**config.mk**
```make
export PLATFORM = sky130hd
export DESIGN_NAME = tri_edge_sequencer
export DESIGN_NICKNAME = d
export VERILOG_FILES = /design/src/rtl/render_pkg.sv /design/src/rtl/tri_signed_area.sv /design/src/rtl/tri_edge_sequencer.sv
export SDC_FILE = /design/constraint.sdc
export NUM_CORES = 1
export LEC_CHECK = 0
export ABC_AREA = 0
export CORE_UTILIZATION = 46
export DETAILED_ROUTE_END_ITERATION = 10
export GPL_TIMING_DRIVEN = 0
export MAX_ROUTING_LAYER = met4
export PLACE_DENSITY_LB_ADDON = 0.08
export SLEW_MARGIN = 15
export SYNTH_ARGS = -nofsm -noshare
export SYNTH_HDL_FRONTEND = slang
export SYNTH_HIERARCHICAL = 1
export SYNTH_SLANG_ARGS = --single-unit
```
**constraint.sdc**
```tcl
create_clock -name Clk -period 6 [get_ports Clk]
set_input_delay 0.6 -clock Clk [delete_from_list [all_inputs] [get_ports Clk]]
set_output_delay 0.6 -clock Clk [all_outputs]
set_load 0.1 [all_outputs]
```
**src/rtl/render_pkg.sv**
```systemverilog
// Shared types for the wireframe triangle front end.
// BACKFACE_CULL_EN adds the AREA state used by the back-face culling path.
package render_pkg;

    localparam int COORD_W = 10;

    typedef struct packed {
        logic [COORD_W-1:0] x;
        logic [COORD_W-1:0] y;
    } vertex_t;

    typedef logic [1:0] edge_idx_t;

    localparam edge_idx_t LAST_EDGE = 2'd2;

    typedef enum logic [2:0] {
        S_IDLE,
`ifdef BACKFACE_CULL_EN
        S_AREA,
`endif
        S_LOAD,
        S_RUN,
        S_RELEASE,
        S_DONE
    } seq_state_t;

endpackage

```
**src/rtl/tri_signed_area.sv**
```systemverilog
// Registered signed triangle area (2D cross product), present only when
// BACKFACE_CULL_EN is defined.
`ifdef BACKFACE_CULL_EN
module tri_signed_area
    import render_pkg::*;
#(
    parameter int AREA_W = 2 * COORD_W + 2
) (
    input  logic                     Clk,
    input  logic                     Reset,
    input  logic                     en_i,
    input  logic [2*COORD_W-1:0]     p0_i,
    input  logic [2*COORD_W-1:0]     p1_i,
    input  logic [2*COORD_W-1:0]     p2_i,
    output logic signed [AREA_W-1:0] area_o
);

    vertex_t v0, v1, v2;
    logic signed [AREA_W-1:0] dx1, dy1, dx2, dy2;
    logic signed [AREA_W-1:0] area_d, area_q;

    assign v0 = vertex_t'(p0_i);
    assign v1 = vertex_t'(p1_i);
    assign v2 = vertex_t'(p2_i);

    // Coordinates are unsigned; zero-extend before subtracting so the
    // differences wrap correctly into the signed AREA_W range.
    assign dx1 = AREA_W'(v1.x) - AREA_W'(v0.x);
    assign dy1 = AREA_W'(v1.y) - AREA_W'(v0.y);
    assign dx2 = AREA_W'(v2.x) - AREA_W'(v0.x);
    assign dy2 = AREA_W'(v2.y) - AREA_W'(v0.y);

    assign area_d = dx1 * dy2 - dy1 * dx2;

    always_ff @(posedge Clk) begin
        if (Reset) begin
            area_q <= '0;
        end else if (en_i) begin
            area_q <= area_d;
        end
    end

    assign area_o = area_q;

endmodule
`endif

```
**src/rtl/tri_edge_sequencer.sv**
```systemverilog
// Wireframe triangle front end: issues three line-drawer jobs per triangle and
// forwards pixels. Define BACKFACE_CULL_EN to drop triangles with area <= 0.
module tri_edge_sequencer
    import render_pkg::*;
#(
    parameter int COORD_W = render_pkg::COORD_W,
    parameter int COLOR_W = 8
) (
    input  logic               Clk,
    input  logic               Reset,
    input  logic               tri_valid,
    output logic               tri_ready,
    input  logic [COORD_W-1:0] v0x,
    input  logic [COORD_W-1:0] v0y,
    input  logic [COORD_W-1:0] v1x,
    input  logic [COORD_W-1:0] v1y,
    input  logic [COORD_W-1:0] v2x,
    input  logic [COORD_W-1:0] v2y,
    input  logic [COLOR_W-1:0] tri_color,
    output logic               tri_done,
    output logic               tri_culled,
    output logic               line_Reset,
    output logic               line_Start,
    output logic [COORD_W-1:0] line_x0,
    output logic [COORD_W-1:0] line_y0,
    output logic [COORD_W-1:0] line_x1,
    output logic [COORD_W-1:0] line_y1,
    input  logic               line_Done,
    input  logic [COORD_W-1:0] DrawX,
    input  logic [COORD_W-1:0] DrawY,
    output logic               pix_we,
    output logic [COORD_W-1:0] pix_x,
    output logic [COORD_W-1:0] pix_y,
    output logic [COLOR_W-1:0] pix_color
);

    seq_state_t         state_q;
    edge_idx_t          edge_q;
    logic [COORD_W-1:0] vx_q [3];
    logic [COORD_W-1:0] vy_q [3];
    logic [COLOR_W-1:0] color_q;
    logic               ready_q, load_q, run_q, done_q;
    logic [1:0]         a_idx, b_idx;

`ifdef BACKFACE_CULL_EN
    localparam int AREA_W = 2 * COORD_W + 2;
    logic signed [AREA_W-1:0] area_q;
    logic                     culled_q;
    logic                     accept;

    // The area is registered on the accept edge from the live inputs, so it
    // is already valid during the single AREA cycle.
    assign accept = (state_q == S_IDLE) && tri_valid;

    tri_signed_area #(.AREA_W(AREA_W)) u_area (
        .Clk    (Clk),
        .Reset  (Reset),
        .en_i   (accept),
        .p0_i   ({v0x, v0y}),
        .p1_i   ({v1x, v1y}),
        .p2_i   ({v2x, v2y}),
        .area_o (area_q)
    );

    assign tri_culled = culled_q;
`else
    assign tri_culled = 1'b0;
`endif

    always_ff @(posedge Clk) begin
        if (Reset) begin
            state_q <= S_IDLE;
            edge_q  <= '0;
            ready_q <= 1'b1;
            load_q  <= 1'b0;
            run_q   <= 1'b0;
            done_q  <= 1'b0;
            color_q <= '0;
            for (int i = 0; i < 3; i++) begin
                vx_q[i] <= '0;
                vy_q[i] <= '0;
            end
`ifdef BACKFACE_CULL_EN
            culled_q <= 1'b0;
`endif
        end else begin
            done_q <= 1'b0;
`ifdef BACKFACE_CULL_EN
            culled_q <= 1'b0;
`endif
            case (state_q)
                S_IDLE: begin
                    if (tri_valid) begin
                        vx_q[0] <= v0x;
                        vy_q[0] <= v0y;
                        vx_q[1] <= v1x;
                        vy_q[1] <= v1y;
                        vx_q[2] <= v2x;
                        vy_q[2] <= v2y;
                        color_q <= tri_color;
                        edge_q  <= '0;
                        ready_q <= 1'b0;
`ifdef BACKFACE_CULL_EN
                        state_q <= S_AREA;
`else
                        state_q <= S_LOAD;
                        load_q  <= 1'b1;
`endif
                    end
                end
`ifdef BACKFACE_CULL_EN
                S_AREA: begin
                    if (area_q[AREA_W-1] || (area_q == '0)) begin
                        state_q  <= S_DONE;
                        done_q   <= 1'b1;
                        culled_q <= 1'b1;
                    end else begin
                        state_q <= S_LOAD;
                        load_q  <= 1'b1;
                    end
                end
`endif
                S_LOAD: begin
                    state_q <= S_RUN;
                    load_q  <= 1'b0;
                    run_q   <= 1'b1;
                end
                S_RUN: begin
                    if (line_Done) begin
                        state_q <= S_RELEASE;
                        run_q   <= 1'b0;
                    end
                end
                S_RELEASE: begin
                    // Start is already low here, letting the drawer fall back to Wait.
                    if (edge_q == LAST_EDGE) begin
                        state_q <= S_DONE;
                        done_q  <= 1'b1;
                    end else begin
                        edge_q  <= edge_q + 1'b1;
                        state_q <= S_LOAD;
                        load_q  <= 1'b1;
                    end
                end
                S_DONE: begin
                    state_q <= S_IDLE;
                    ready_q <= 1'b1;
                end
                default: begin
                    state_q <= S_IDLE;
                    ready_q <= 1'b1;
                end
            endcase
        end
    end

    // Edge 0: v0->v1, edge 1: v1->v2, edge 2: v2->v0.
    always_comb begin
        a_idx = 2'd2;
        b_idx = 2'd0;
        case (edge_q)
            2'd0: begin a_idx = 2'd0; b_idx = 2'd1; end
            2'd1: begin a_idx = 2'd1; b_idx = 2'd2; end
            default: ;
        endcase
    end

    assign line_x0    = vx_q[a_idx];
    assign line_y0    = vy_q[a_idx];
    assign line_x1    = vx_q[b_idx];
    assign line_y1    = vy_q[b_idx];

    assign tri_ready  = ready_q;
    assign tri_done   = done_q;
    assign line_Reset = Reset | load_q;
    assign line_Start = run_q;
    assign pix_we     = run_q;
    assign pix_x      = DrawX;
    assign pix_y      = DrawY;
    assign pix_color  = color_q;

endmodule
```
==> out/metrics.yaml, run 1 <==
grtUsageTotal_pct: 22.1
clk_pin_slew_ns: 0.07
insertion_delay_ns: 0.34
critPathLaunchType: "flop"
worstHoldPathCells: 1
cts_hold_buf: 0
cpMaxStageDelayCell: "clkdlybuf4s50_1"
vdd_drop_max_uv: 224
ff2ff_path_depth: 6
drtAntennaViolNets: 0
crit_path_max_fanout: 10
avgSynthCellArea_sq_um: 11.1
ys_types: 30
finalHoldViolations: 0
mostFrequentLayoutCells: "clkdlybuf4s50_1, and2_1, edfxtp_1"
area.sequential_sq_mm: 0.00214
post-route-worst-setup-slack_ns: 2.22
crit_chain: "inv_1 -> ha_1 -> or2_2 -> clkbuf_1 -> clkbuf_1 -> a21oi_1 -> clkdlybuf4s50_1"
postCtsSetupRepairBufs: 0
maxSlewHeadroom_pct: 31.3
end_kind: "output pin"
start_util_pct: 47.6
rrSetupSlack_ns: 3.94
multi_input_area_sq_mm: 0.00148
ctsResizeCount: 0
r2r_end: "vx_q[2][0]$_SDFFCE_PN0P_"
drcViolationCount: 0
antennaDiodeCount: 0
grt_pass1_vias: 2993
wl_met3_um: 724
ys_ff_latch: 77
die_area_sq_mm: 0.00893
cts-htree-levels: 3
design.core.area_sq_mm: 0.00826
die_h_um: 94.5
cts.sinks: 77
vias_per_cell: 5.09
fmax_ghz: 0.265
grt_max_degree: 32
cp_top_family: "buffers and inverters"
hold_end: "load_q$_SDFFE_PP0P_"
syn_area_sq_mm: 0.00393
core.rowCount: 33
drt_iter0_drc: 124
setup_viol: 0
yosysSeqAreaShare_pct: 54.5
place_ws_ns: 2.56
cp_num_buf_inv: 4
wl_met1_mm: 3.78
skew_ns: 0.00693
area_growth_pct: 46.0
nFillCells: 625
leakage_uw: 0.00230
route.met2.wl_mm: 4.67
overflow: 0
clockBufferDepth: 2
holdCritStartpoint: "load_q$_SDFFE_PP0P_"
synth_warnings: 6
cts_buffers: 9
wl_mm: 9.31
die_w_um: 94.5
cp.required_ns: 5.40
avgRoutedWirePerCell_um: 15.1
cap_violations: 0
grt_pass1_wl_mm: 14.1
drive_above_1_share_pct: 10.7
first_pass_iters: 4
cts_tree: "done"
vias: 3147
rsz0062_at_grt: "no"
critical_path_arrival_ns: 3.18
final_common_cell: "clkdlybuf4s50_1"
cellPowerDensity_mw_per_mm2: 363
syn-num-nets: 450
p_total_uw: 2080
outcome: "finished clean"
slowest_delay_ns: 1.17
period_share_pct: 62.9
slew_violations: 0
routed.top_layer: "met4"
setup_tns_ns: 0
hold_path_class: "flop to flop"
ios: 166
synthCells: 353
gp_congestion: 0.786
port_buffers: 143
root_buffer: "clkbuf_8"
tightest_slew_ns: 1.03
hpwl_mm: 6.61
nets: 605
cpMostUsedCell: "clkbuf_1"
post-route-min-period_ns: 3.78
antenna_found_initial: 0
crit_type: "flop to output pin"
r2r_start: "state_q[1]$_SDFFE_PP0P_"
==> worst register-to-register path, cell delays in order (launching register included) <==
cell and delay (ns):
dfxtp_1 0.31, buf_2 0.17, nor2b_1 0.20, a21oi_1 0.11, buf_2 0.20, inv_2 0.48, buf_12 0.28
==> state kept, by name, summed over array words and instances, names as in the netlist <==
signal      cells
vx_q           30
vy_q           30
pix_color       8
state_q         3
edge_q          2
line_Start      1
load_q          1
tri_done        1
tri_ready       1
==> synthesized netlist by cell type (all sizes together) <==
library cell / n / area [sq um]
a22o: 8 / 70.1
a211oi: 1 / 7.51
nor3b: 1 / 7.51
nand2b: 2 / 12.5
nor4: 1 / 21.3
a21oi: 24 / 120
nand3b: 1 / 7.51
inv: 3 / 11.3
nor2b: 1 / 6.26
ha: 5 / 62.6
dfxtp: 17 / 340
or2: 2 / 12.5
and4: 2 / 17.5
nand4bb: 1 / 11.3
xnor2: 1 / 8.76
a31o: 2 / 17.5
and2: 60 / 375
a2111oi: 1 / 8.76
buf: 34 / 253
conb: 1 / 3.75
mux2i: 40 / 400
o21a: 2 / 15.0
nand2: 21 / 78.8
clkbuf: 14 / 52.6
edfxtp: 60 / 1800
o21ai: 21 / 105
nor3: 3 / 15.0
nor2: 24 / 90.1
==> worst max path at each step <==
stage                           startpoint                       end  slack [ns]  cells after the start
floorplan           edge_q[0]$_SDFFE_PP0P_                line_x1[0]        2.30                      5
global placement                 tri_valid  vy_q[2][9]$_SDFFCE_PN0P_        2.36                      5
detailed placement  edge_q[0]$_SDFFE_PP0P_                line_x0[0]        2.56                      7
CTS                 edge_q[0]$_SDFFE_PP0P_                line_x0[0]        2.18                      7
global route        edge_q[0]$_SDFFE_PP0P_                line_x0[0]        2.08                      7
finish              edge_q[0]$_SDFFE_PP0P_                line_x0[0]        2.22                      7
==> where the power goes <==
group / internal (uW) / total [uW] / switching, uW
combinational: 249 / 954 / 705
sequential: 659 / 696 / 36.5
clock: 256 / 435 / 179
==> final cells by class <==
type	count	share of cell area, %
Sequential cell	77	37.3
Multi-Input combinational cell	225	25.7
Timing Repair Buffer	144	25.3
Buffer	48	5.32
Clock buffer	12	2.70
Tap cell	105	2.29
Clock inverter	4	1.24
Inverter	3	0.196
==> kinds of logic (layout without fill, tap and decap cells) <==
kind of cell	count (synthesis)	in the layout	synth area share (%)
fa+ha+maj	5	5	1.59
mux	40	40	10.2
xor+xnor	1	1	0.223
flops	77	77	54.5
other cells	1	1	0.0953
compound gates	59	59	8.75
buf+inv	51	211	8.05
simple gates	119	119	16.7
==> through the flow <==
step                std cells  util [%]  cell area, sq um  hold WS, ns
floorplan                 353         -              3930        0.433
finish                    618      69.5              5740        0.464
CTS                       618      69.5              5740        0.469
global placement          601      66.6              5500        0.447
global route              618      69.5              5740        0.495
detailed placement        602      66.8              5520        0.452
==> metal layers <==
layer	track usage (%)	vias to the layer above
li1	-	1509
met1	26.1	1483
met2	36.9	141
met5	-	-
met4	8.46	0
met3	4.91	14
Power figures use the tool's default switching activity.
==> inputs of run 2 (changes only) <==
CORE_UTILIZATION = 43   (was 46)
clock period = 3.9 ns   (was 6 ns; I/O delays follow)
==> out/metrics.yaml, run 2 (same netlist as run 1, synthesis figures left out) <==
drtAntennaViolNets: 0  # unchanged
insertion_delay_ns: 0.34  # about the same
nets: 605  # unchanged
drcViolationCount: 32  # was 0
grt_pass1_wl_mm: 14.2  # was 14.1 mm
cellPowerDensity_mw_per_mm2: 539  # was 363 mW/mm^2
start_util_pct: 44.7  # was 47.6%
die_w_um: 97.6  # was 94.5 um
finalHoldViolations: 0  # unchanged
setup_viol: 0  # unchanged
vias_per_cell: 4.95  # was 5.09
ff2ff_path_depth: 6  # unchanged
holdCritStartpoint: "Reset"  # was load_q$_SDFFE_PP0P_
overflow: 0  # unchanged
end_kind: "output pin"  # unchanged
core.rowCount: 34  # was 33
critPathLaunchType: "flop"  # unchanged
final_common_cell: "clkdlybuf4s50_1"  # unchanged
antennaDiodeCount: 0  # unchanged
die_area_sq_mm: 0.00953  # was 0.00893 sq mm
cts.sinks: 77  # unchanged
critical_path_arrival_ns: 3.16  # was 3.18 ns
crit_path_max_fanout: 10  # unchanged
worstHoldPathCells: 2  # was 1
drive_above_1_share_pct: 10.5  # was 10.7%
vias: 3074  # was 3147
setup_tns_ns: 0  # unchanged
cts-htree-levels: 3  # unchanged
crit_type: "flop to output pin"  # unchanged
vdd_drop_max_uv: 362  # was 224 uV
hold_path_class: "primary input to flop"  # was flop to flop
slew_violations: 0  # unchanged
post-route-worst-setup-slack_ns: 0.349  # was 2.22 ns
post-route-min-period_ns: 3.55
postCtsSetupRepairBufs: 0  # unchanged
cts_tree: "done"  # unchanged
clk_pin_slew_ns: 0.07  # about the same
period_share_pct: 91.1
root_buffer: "clkbuf_8"  # unchanged
rrSetupSlack_ns: 1.78  # was 3.94 ns
ios: 166  # unchanged
port_buffers: 143  # unchanged
wl_mm: 9.24  # was 9.31 mm
drt_iter0_drc: 114  # was 124
rsz0062_at_grt: "no"  # unchanged
violations: "DRC"
cap_violations: 0  # unchanged
cts_buffers: 9  # unchanged
hold_slack_ns: 0.389  # was 0.464 ns
hold_end: "state_q[1]$_SDFFE_PP0P_"  # was load_q$_SDFFE_PP0P_
outcome: "finished with violations"  # was finished clean
fin_util_pct: 64.6  # was 69.5%
post_dp_cell_area_sq_mm: 0.00552  # about the same
hpwl_mm: 6.53  # was 6.61 mm
r2r_end: "vy_q[1][9]$_SDFFCE_PN0P_"  # was vx_q[2][0]$_SDFFCE_PN0P_
leakage_uw: 0.00228  # was 0.00230 uW
grt_max_degree: 35  # was 32
fmax_ghz: 0.282
skew_ns: 0.00438  # was 0.00693 ns
maxSlewHeadroom_pct: 32.9  # was 31.3%
grtUsageTotal_pct: 20.1  # was 22.1%
mostFrequentLayoutCells: "clkdlybuf4s50_1, and2_1, edfxtp_1"  # unchanged
die_h_um: 97.6  # was 94.5 um
clockBufferDepth: 2  # unchanged
design_area_sq_mm: 0.00569  # was 0.00574 sq mm
tightest_slew_ns: 1.00  # was 1.03 ns
first_pass_iters: 10  # was 4
place_ws_ns: 0.710  # was 2.56 ns
cp.required_ns: 3.51  # was 5.40 ns
gp_congestion: 0.746  # was 0.786
area_growth_pct: 44.7  # was 46.0%
r2r_start: "state_q[1]$_SDFFE_PP0P_"  # unchanged
cts_hold_buf: 0  # unchanged
grt_pass1_vias: 3021  # was 2993
antenna_found_initial: 0  # unchanged
ctsResizeCount: 0  # unchanged
avgRoutedWirePerCell_um: 14.9  # was 15.1 um
design.core.area_sq_mm: 0.00881  # was 0.00826 sq mm
==> run 2: cell count changes in the layout (fill, tap and decap cells not counted), sizes merged <==
cell	previous run	this run
bufinv	2	0
clkbuf	26	28
clkinv	1	2
clkinvlp	1	0
==> run 2: cell type report <==
type,instances,area (sq um)
Multi-Input combinational cell,225,1480
Inverter,3,11.3
Clock buffer,14,163
Buffer,48,305
Tap cell,108,135
Sequential cell,77,2140
Clock inverter,2,10.0
Fill cell,690,3110
Timing Repair Buffer,144,1450
==> run 2: worst max-delay path: stages (launching register included) <==
cell,delay (ns)
dfxtp_1,0.40
inv_1,0.10
ha_1,0.19
or2_2,0.28
clkbuf_1,0.13
clkbuf_1,0.29
a21oi_1,0.25
clkdlybuf4s50_1,1.17
==> run 2: how the worst max path moves through the flow <==
stage	startpoint	end	slack (ns)
after detailed placement	edge_q[0]$_SDFFE_PP0P_	line_x0[5]	0.71
final	edge_q[0]$_SDFFE_PP0P_	line_y0[3]	0.35
after global routing	edge_q[0]$_SDFFE_PP0P_	line_x0[5]	0.19
after floorplan	edge_q[0]$_SDFFE_PP0P_	line_x1[0]	0.41
after global placement	tri_valid	vx_q[2][6]$_SDFFCE_PN0P_	0.44
after CTS	edge_q[0]$_SDFFE_PP0P_	line_x0[5]	0.33
==> run 2: report_power, final <==
part,switching [uW],internal (uW),total [uW],leakage [uW]
Sequential,56.1,1010,1070,0.000785
Clock,268,265,533,0.0000905
Combinational,1080,383,1460,0.00141
==> run 2: stage by stage <==
| stage | total power, uW | cells |
|---|---|---|
| 6_report | 3070 | 621 |
| 5_1_grt | 3170 | 621 |
| 3_3_place_gp | 2540 | 604 |
| 2_1_floorplan | 2190 | 353 |
| 4_1_cts | 3090 | 621 |
| 3_5_place_dp | 2560 | 605 |
==> run 2: layer usage <==
layer | vias to the layer above | wire (um) | GRT usage (%)
met3 | 7 | 578 | 2.66
met1 | 1432 | 3890 | 23.7
met2 | 122 | 4680 | 35.0
met4 | 0 | 93 | 7.69
li1 | 1513 | - | -
met5 | - | 0 | -
==> inputs of run 3 (changes only) <==
CORE_UTILIZATION = 50   (was 43)
DONT_BUFFER_PORTS = 1   (was default)
==> out/metrics.yaml, run 3 (same netlist as run 1, synthesis figures left out) <==
gp_congestion: 0.798  # was 0.746
crit_chain: "inv_1 -> ha_1 -> or2_2 -> clkbuf_1 -> clkbuf_1 -> a21oi_2"  # was inv_1 -> ha_1 -> or2_2 -> clkbuf_1 -> clkbuf_1 -> a21oi_1 -> clkdlybuf4s50_1
setup_viol: 0  # unchanged
overflow: 0  # unchanged
root_buffer: "clkbuf_8"  # unchanged
die_area_sq_mm: 0.00823  # was 0.00953 sq mm
grtUsageTotal_pct: 22.5  # was 20.1%
design.core.area_sq_mm: 0.00745  # was 0.00881 sq mm
cpMaxStageDelayCell: "a21oi_2"  # was clkdlybuf4s50_1
slew_violations: 0  # unchanged
outcome: "finished clean"  # was finished with violations
cts_hold_buf: 0  # unchanged
vdd_drop_max_uv: 279  # was 362 uV
skew_ns: 0.00894  # was 0.00438 ns
grt_pass1_wl_mm: 13.3  # was 14.2 mm
die_h_um: 90.7  # was 97.6 um
nets: 462  # was 605
period_share_pct: 86.0  # was 91.1%
cpMostUsedCell: "clkbuf_1"  # unchanged
rsz0062_at_grt: "no"  # unchanged
cap_violations: 0  # unchanged
post-route-min-period_ns: 3.35  # was 3.55 ns
die_w_um: 90.7  # was 97.6 um
critical_path_arrival_ns: 2.96  # was 3.16 ns
crit_path_max_fanout: 10  # unchanged
drtAntennaViolNets: 0  # unchanged
ios: 166  # unchanged
cts_buffers: 9  # unchanged
core.rowCount: 31  # was 34
drive_above_1_share_pct: 25.1  # was 10.5%
start_util_pct: 52.8  # was 44.7%
crit_type: "flop to output pin"  # unchanged
area_growth_pct: 11.7  # was 44.7%
hold_slack_ns: 0.167  # was 0.389 ns
cts-htree-levels: 3  # unchanged
ctsResizeCount: 0  # unchanged
place_inst: 453  # was 605
port_buffers: 0  # was 143
nFillCells: 644  # was 690
drt_iter0_drc: 101  # was 114
cellPowerDensity_mw_per_mm2: 647  # was 539 mW/mm^2
grt_max_degree: 40  # was 35
drcViolationCount: 0  # was 32
wl_mm: 8.75  # was 9.24 mm
stdcell_count: 471  # was 621
p_total_uw: 2840  # was 3070 uW
leakage_uw: 0.00177  # was 0.00228 uW
grt_pass1_vias: 2588  # was 3021
insertion_delay_ns: 0.35  # was 0.34 ns
tightest_slew_ns: 1.25  # was 1.00 ns
design_area_sq_mm: 0.00440  # was 0.00569 sq mm
rrSetupSlack_ns: 1.90  # was 1.78 ns
post_dp_cell_area_sq_mm: 0.00423  # was 0.00552 sq mm
cp.required_ns: 3.51  # about the same
cts_tree: "done"  # unchanged
finalHoldViolations: 0  # unchanged
vias_per_cell: 5.61  # was 4.95
end_kind: "output pin"  # unchanged
fmax_ghz: 0.298  # was 0.282 GHz
avgRoutedWirePerCell_um: 18.6  # was 14.9 um
mostFrequentLayoutCells: "and2_1, edfxtp_1, mux2i_1"  # was clkdlybuf4s50_1, and2_1, edfxtp_1
postCtsSetupRepairBufs: 0  # unchanged
hpwl_mm: 6.14  # was 6.53 mm
antenna_found_initial: 2  # was 0
vias: 2641  # was 3074
critPathLaunchType: "flop"  # unchanged
hold_path_class: "primary input to flop"  # unchanged
clockBufferDepth: 2  # unchanged
setup_tns_ns: 0  # unchanged
cts.sinks: 77  # unchanged
clk_pin_slew_ns: 0.07  # about the same
maxSlewHeadroom_pct: 16.8  # was 32.9%
first_pass_iters: 4  # was 10
slowest_delay_ns: 1.10  # was 1.17 ns
[run 3: layout make-up]
cell class / count / area [sq um] / area share (%)
buffer: 48 / 305 / 6.95
clock buffer: 14 / 153 / 3.47
antenna: 2 / 5.00 / 0.114
clock inverter: 2 / 10.0 / 0.228
sequential: 77 / 2140 / 48.7
tap: 99 / 124 / 2.82
timing repair buffer: 1 / 20.0 / 0.455
inverter: 3 / 11.3 / 0.256
multi-input combinational: 225 / 1630 / 37.0
[run 3: final timing paths]
| check | start | end | cells after the start |
|---|---|---|---|
| max | edge_q[0]$_SDFFE_PP0P_ | line_x0[5] | 6 |
| min reg2reg | load_q$_SDFFE_PP0P_ | load_q$_SDFFE_PP0P_ | 1 |
| max reg2reg | state_q[1]$_SDFFE_PP0P_ | vx_q[2][4]$_SDFFCE_PN0P_ | 6 |
| min | tri_color[2] | pix_color[2]$_SDFFE_PP0P_ | 1 |
[run 3: critical path, delay by kind of cell (launching register included)]
family | cells | cell delay, ns
buffers and inverters | 3 | 0.61
adder cells (fa/ha/maj) | 1 | 0.20
flip-flops | 1 | 0.42
AND/OR/NAND/NOR | 1 | 0.28
AO/OA/AOI/OAI | 1 | 1.10
[run 3: through the flow]
step                utilization (%)  setup slack (ns)
finish                         59.0             0.547
global placement               54.5             0.181
CTS                            59.0             0.544
global route                   59.0             0.460
floorplan                         -             0.413
detailed placement             56.8             0.917
[run 3: power by group]
part / switching (uW) / internal, uW
clock: 271 / 248
sequential: 151 / 1010
combinational: 986 / 172
total: 1410 / 1430
[run 3: per-layer routing]
layer  routed length, um  global-route usage (%)  up-vias  share of wire [%]
met3                 650                    5.72       18                7.4
met2                4430                    36.7      131                 51
li1                    -                       -     1235                  -
met5                   0                       -        -                  0
met4                 149                    10.5        0                1.7
met1                3520                    25.9     1257                 40
